## config.mk

```make
export PLATFORM = sky130hd
export DESIGN_NAME = hazard_unit
export DESIGN_NICKNAME = d
export VERILOG_FILES = /design/src/rtl/riscv_hazard_pkg.sv /design/src/rtl/hazard_cmp.sv /design/src/rtl/hazard_unit.sv
export SDC_FILE = /design/constraint.sdc
export NUM_CORES = 1
export LEC_CHECK = 0
export CAP_MARGIN = 10
export CORE_AREA = 2 2 48 50
export DETAILED_ROUTE_END_ITERATION = 6
export DIE_AREA = 0 0 50 52
export GPL_TIMING_DRIVEN = 0
export PLACE_DENSITY = 0.85
export SETUP_SLACK_MARGIN = 0.02
export SYNTH_ARGS = -nofsm -noshare
export SYNTH_HDL_FRONTEND = slang
export SYNTH_SLANG_ARGS = --single-unit
```

## constraint.sdc

```tcl
create_clock -name clk -period 5 [get_ports clk]
set_input_delay 1 -clock clk [delete_from_list [all_inputs] [get_ports clk]]
set_output_delay 1 -clock clk [all_outputs]
set_load 0.005 [all_outputs]
```

## src/rtl/riscv_hazard_pkg.sv

```systemverilog
// riscv_hazard_pkg: shared forwarding-select encodings and shadow-slot layout for hazard_unit.
package riscv_hazard_pkg;
  typedef enum logic [1:0] {
    FWD_REG = 2'b00,
    FWD_MEM = 2'b01,
    FWD_WB  = 2'b10
  } fwd_sel_t;
  localparam int REG_W = 5;
  localparam logic [REG_W-1:0] REG_X0 = 5'd0;
  typedef struct packed {
    logic             valid;
    logic [REG_W-1:0] rd;
    logic             regwrite;
    logic             memtoreg;
  } slot_t;
  localparam slot_t SLOT_NONE = '0;
  function automatic logic slot_hit(slot_t s, logic [REG_W-1:0] rs, logic use_rs);
    return s.valid && s.regwrite && (s.rd != REG_X0) && use_rs && (s.rd == rs);
  endfunction
endpackage

```

## src/rtl/hazard_cmp.sv

```systemverilog
// hazard_cmp: matches one ID source operand against the ex and mem shadow slots.
module hazard_cmp
  import riscv_hazard_pkg::*;
(
  input  logic [REG_W-1:0] rs,
  input  logic             use_rs,
  input  slot_t            ex,
  input  slot_t            mem,
  output logic             hit_ex,
  output logic             hit_mem,
  output logic             load_hit
);
  always_comb begin
    hit_ex   = slot_hit(ex, rs, use_rs);
    hit_mem  = slot_hit(mem, rs, use_rs);
    load_hit = hit_ex && ex.memtoreg;
  end
endmodule

```

## src/rtl/hazard_unit.sv

```systemverilog
// hazard_unit: load-use stall/bubble control and registered EX forwarding selects.
// Optional stall_count statistics counter is enabled by defining HU_STATS_EN.
module hazard_unit
  import riscv_hazard_pkg::*;
(
  input  logic       clk,
  input  logic       reset,
  input  logic       id_valid,
  input  logic [4:0] id_rs1,
  input  logic [4:0] id_rs2,
  input  logic       id_use_rs1,
  input  logic       id_use_rs2,
  input  logic [4:0] id_rd,
  input  logic       id_regwrite,
  input  logic       id_memtoreg,
  input  logic       flush,
  output logic       stall,
  output logic       idex_bubble,
  output logic [1:0] fwd_a_sel,
  output logic [1:0] fwd_b_sel
`ifdef HU_STATS_EN
  ,
  output logic [31:0] stall_count
`endif
);
  slot_t ex_q, mem_q, wb_q;
  fwd_sel_t sel_a, sel_b, fwd_a_q, fwd_b_q;
  logic hit_ex_a, hit_mem_a, load_a, hit_ex_b, hit_mem_b, load_b;

  hazard_cmp cmp_a (
    .rs(id_rs1), .use_rs(id_use_rs1), .ex(ex_q), .mem(mem_q),
    .hit_ex(hit_ex_a), .hit_mem(hit_mem_a), .load_hit(load_a)
  );

  hazard_cmp cmp_b (
    .rs(id_rs2), .use_rs(id_use_rs2), .ex(ex_q), .mem(mem_q),
    .hit_ex(hit_ex_b), .hit_mem(hit_mem_b), .load_hit(load_b)
  );

  // ex holds the younger producer, so it is checked before mem
  always_comb begin
    stall       = id_valid && !flush && (load_a || load_b);
    idex_bubble = stall || flush;
    sel_a       = (hit_ex_a && !ex_q.memtoreg) ? FWD_MEM : hit_mem_a ? FWD_WB : FWD_REG;
    sel_b       = (hit_ex_b && !ex_q.memtoreg) ? FWD_MEM : hit_mem_b ? FWD_WB : FWD_REG;
    fwd_a_sel   = fwd_a_q;
    fwd_b_sel   = fwd_b_q;
  end

  always_ff @(posedge clk or posedge reset)
    if (reset) begin
      ex_q    <= SLOT_NONE;
      mem_q   <= SLOT_NONE;
      wb_q    <= SLOT_NONE;
      fwd_a_q <= FWD_REG;
      fwd_b_q <= FWD_REG;
    end else begin
      ex_q    <= idex_bubble ? SLOT_NONE : slot_t'{id_valid, id_rd, id_regwrite, id_memtoreg};
      mem_q   <= ex_q;
      wb_q    <= mem_q;
      fwd_a_q <= idex_bubble ? FWD_REG : sel_a;
      fwd_b_q <= idex_bubble ? FWD_REG : sel_b;
    end

`ifdef HU_STATS_EN
  always_ff @(posedge clk or posedge reset)
    if (reset) stall_count <= '0;
    else if (stall && stall_count != 32'hFFFF_FFFF) stall_count <= stall_count + 32'd1;
`endif
endmodule

```

## After elaboration in Yosys (flattened, before gate mapping)

Index checks and enable logic that the tools add are counted.

- Equal/unequal tests: 4
- Mux-type cells: 7
- Reductions and logical operators: 24

Operator list:

| cell | number |
|---|---|
| == test 5 bit | 4 |
| logical AND 1 bit | 18 |
| two-way mux 2 bit | 6 |
| nonzero test 5 bit | 2 |
| two-way mux 8 bit | 1 |
| logical NOT 1 bit | 2 |
| logical OR 1 bit | 2 |

- Register bits after elaboration: 19
- Bits of input ports: 23
- Output and inout port bits: 6
- Word-level logic and storage cells: 44

## Logic depth before layout (Yosys ltp)

Gate-level depths: netlist of run 1.

- Depth after elaboration: 9
- Mapped depth: 5
- Depth with buffers taken out: 4

## Cells and area by module

From an unflattened synthesis of run 1, not the netlist that was laid out.

- Cell total of the unflattened synthesis: 90
- Area total of the unflattened synthesis: 984.7 um^2

By module, submodules not included:

| module | instances | cells an instance | area each (um^2) |
|---|---|---|---|
| hazard_unit | 1 | 42 | 649.4 |
| hazard_cmp | 2 | 24 | 167.7 |

## Worst setup path after synthesis of run 1

Ideal clock, no wire load.

- Kind: in2out
- Start: input port id_rs1[3]
- End: output port stall
- Arrival time: 2,130 ps
- Data required time: 4,000 ps
- Path slack: 1,870 ps
- Cell stages on the path: 5
- Path buffers: 1
- Cells stage by stage: xor2_1 nor4_1 a32o_1 clkbuf_1 nor3b_1

- Longest elaborated chain between the ends: 5

Ends and longest elaborated chain:

| element | RTL line | text |
|---|---|---|
| from (decl) | hazard_unit.sv:9 | `input logic [4:0] id_rs1,` |
| == test 5 bit | riscv_hazard_pkg.sv:18 | `return s.valid && s.regwrite && (s.rd != REG_X0) && use_rs && (s.rd == rs);` |
| logical AND 1 bit | riscv_hazard_pkg.sv:18 |  |
| logical AND 1 bit | hazard_cmp.sv:16 | `load_hit = hit_ex && ex.memtoreg;` |
| logical OR 1 bit | hazard_unit.sv:42 | `stall = id_valid && !flush && (load_a \|\| load_b);` |
| logical AND 1 bit | hazard_unit.sv:42 |  |
| to (decl) | hazard_unit.sv:17 | `output logic stall,` |

No other way between the ends.

## Final worst setup path of run 1

Ends and elaborated chain as after synthesis.

==> results of run 1 <==
[power by group through the flow]
| stage | registers, mW | logic (mW) | clock network, mW |
|---|---|---|---|
| floorplan | 0.168 | 0.0240 | 0 |
| global placement | 0.170 | 0.0482 | 0 |
| detailed placement | 0.170 | 0.0501 | 0 |
| CTS | 0.167 | 0.0506 | 0.0792 |
| global route | 0.168 | 0.0556 | 0.0861 |
| finish | 0.167 | 0.0499 | 0.0771 |
[state kept, by name, indices dropped and copies added, names as in the netlist]
name / count
mem_q: 7
fwd_a_sel: 2
fwd_b_sel: 2
ex_q: 8
[stage by stage]
step                      cell area [µm²]  setup slack, ns  hold WS, ns
after floorplan                       956             1.87        0.374
after global placement               1270            0.665        0.383
after detailed placement             1270            0.671        0.388
after CTS                            1300            0.648        0.411
after global routing                 1300            0.424        0.436
final                                1300            0.629        0.413
[per-layer routing]
layer	vias to the layer above	track usage, %
met4	0	8.33
met1	372	22.5
li1	367	-
met5	-	0
met3	5	3.45
met2	34	35.5
[synth_stat cells (2+ instances only)]
cell type / count / area (µm²)
nor4_1: 4 / 25.0
xnor2_1: 4 / 35.0
dfrtp_1: 19 / 475
a221oi_1: 2 / 17.5
nor4b_1: 2 / 17.5
a21oi_1: 9 / 45.0
and2_1: 2 / 12.5
nand2b_1: 8 / 50.1
nand4_1: 2 / 12.5
clkbuf_1: 2 / 7.51
inv_1: 2 / 7.51
xor2_1: 16 / 140
[worst min path at each step]
stage / startpoint / end / slack [ns] / cells past startpoint
2_1_floorplan: ex_q[1] / mem_q[1] / 0.37 / 0
3_3_place_gp: ex_q[7] / mem_q[7] / 0.38 / 0
3_5_place_dp: ex_q[1] / mem_q[1] / 0.39 / 0
4_1_cts: ex_q[1] / mem_q[1] / 0.41 / 0
5_1_grt: ex_q[1] / mem_q[1] / 0.44 / 0
6_report: ex_q[1] / mem_q[1] / 0.41 / 0
[cell type report]
class | instances | share of cell area (%)
Sequential cell | 19 | 36.6
Multi-Input combinational cell | 62 | 35.0
Timing Repair Buffer | 28 | 21.6
Tap cell | 28 | 2.70
Clock buffer | 3 | 1.73
Buffer | 3 | 1.45
Inverter | 2 | 0.578
Clock inverter | 1 | 0.385
[cells by family after synthesis]
family,share of synthesized area [%]
buf+inv,2.75
simple gates,18.2
compound gates,11.0
flops,49.7
xor+xnor,18.3
==> summary.md, run 1 <==
| Metric | Value |
|---|---|
| Status | finished clean |
| Kind of critical path | input port to primary output |
| ANT cells | 0 |
| Dpl cells | ~140 |
| Area of the multi-input gates | 454 µm² |
| Fill cell count | 170 |
| PortBufs | 28 |
| Max clock buf depth | 2 |
| Max Fclk | between 200 and 250 MHz |
| Reg clk slew, reported paths | ~0.1 ns |
| TritonRoute pass-1 iters | 4 |
| CTS Root Cell | clkbuf_4 |
| Worst-skew pair later-pin latency | around 0.31 ns |
| Synth cell types | 26 |
| Sequential Power Share | 56.8% |
| Worst path max stage delay | around 0.54 ns |
| Met3 WL | ~140 µm |
| Resized Gates After CTS | 0 |
| Final min period | approximately 4.4 ns |
| Layout Area Growth over Synthesis | 35.9% |
| Num CTS Buffers | 3 |
| Io pins | 29 |
| Worst-path cell chain | clkdlybuf4s50_1 > xor2_1 > nor4_1 > a32o_1 > clkbuf_1 > nor3b_1 > clkdlybuf4s50_1 |
| Post-Route M1 WL | 868 µm |
| H-tree depth | 1 |
| Nets@finish | around 140 |
| ANT nets after route | 0 |
| Worst Setup EP | stall |
| Die footprint | approximately 2600 µm² |
| First-pass GRT wire length | 3.73 mm |
| Initial Util | between 40% and 50% |
| Synth Warn # | 0 |
| Crit. Startpoint | id_rs1[3] |
| Final setup viols | 0 |
| Met2 Wirelength | about 1.1 mm |
| Sequential area share after synthesis | roughly half |
| Register Area | 475 µm² |
| # DRC | 0 |
| Max_slew headroom | between 50% and 60% |
| Max-Cap Viols | 0 |
| CP delay by family, top | buffers and inverters |
| CTS sink count | 19 |
| Syn Std Cell Area | around 960 µm² |
| Most frequent cells in the layout | 28 x clkdlybuf4s50_1, 19 x dfrtp_1, 16 x xor2_1 |
| Pleak | 0.575 nW |
| DPL Wire Length | 1.69 mm |
| Comb pwr share | between 15 and 20% |
| CP bufs+invs | 3 |
| Finished Core Util | approximately three fifths |
| Initial antenna violation count | 0 |
| Initial DRC Count | 20 |
| Int Pwr | ~220 µW |
| CTS tree | yes |
| Share of flip-flops with an asynchronous set or reset | 100% |
| Chip Width | 50 µm |
| Die Span Y | 52 µm |
| Max FO, Critical Path | 10 |
| Final Max Tran Viols | 0 |
| DR WL/cell | about 15 µm |
| Clock Power Share | 26.2% |
| Switching part of the total | 25.6% |
| Total GRT Usage | ~20% |
| Hold Crit Class | flop to flop |
| Post-CTS Setup Bufs | 0 |
| CP required | approximately 4.0 ns |
| Final Instance Count excl. Fillers | between 100 and 150 |
| Most frequent CP cell | clkdlybuf4s50_1 |
| Post-synth EDFFs | 0 |
| R2R cell count | 5 |
| R2r startpoint | ex_q[2] |
| R2R setup slack | about 3 ns |
| Via count | approximately 780 |
| Total gr overflow | 0 |
| Type of origin of the critical path | input port |
| Power Density | 227 nW/µm² |
| Largest net degree at the start of global routing | 20 |
| Routed WL | around 2.2 mm |
| CP max stage cell | clkdlybuf4s50_1 |
| Fin crit share | 87.4% |
| Top routing layer in use | met4 |
| Hold buffers post-CTS | 0 |
| Mean Syn Cell Area | between 10 and 15 µm² |
| Crit path DAT | approximately 3.4 ns |
| Post-synth net total | approximately 110 |
| Most common cell after layout, fill and taps aside | clkdlybuf4s50_1 |
| Actual slew at the worst max-slew pin | approximately 0.70 ns |
| Final TNS setup | 0 ns |
| Vias in the first global route | 819 |
| Reg2reg end | fwd_b_sel[1] |
| CP Capture Type | primary output |
| Hold Vio Cnt, Final | 0 |
| Unrepaired setup endpoints after global routing | no |
| Switching power total | roughly 75 µW |
| Ratio of cells with drive above 1 in the final layout | under 10% |
| Synth Register Bits | 19 |
| Vias/cell | around 5.3 |
| Final clock skew | 0.0102 ns |
| Top FF cell, synth | dfrtp_1 |
| Core region area | roughly 2100 µm² |
| # rows | 17 |
| Placer Congestion | 0.863 |
| Mapped Cells | 86 |
| Tot Pwr | around 290 µW |
| Max VDD drop | about 0.00015 V |
| Cell depth of the worst setup path | 7 |
No activity file was read; power rests on OpenSTA's default activity.
==> run 2: changes to the inputs <==
--- a/config.mk
+++ b/config.mk
@@ -12,6 +12,7 @@
 export GPL_TIMING_DRIVEN = 0
 export PLACE_DENSITY = 0.85
 export SETUP_SLACK_MARGIN = 0.02
+export SLEW_MARGIN = 5
 export SYNTH_ARGS = -nofsm -noshare
 export SYNTH_HDL_FRONTEND = slang
 export SYNTH_SLANG_ARGS = --single-unit
==> results of run 2 <==
Final layout, timing and power as in run 1 (identical DEF).
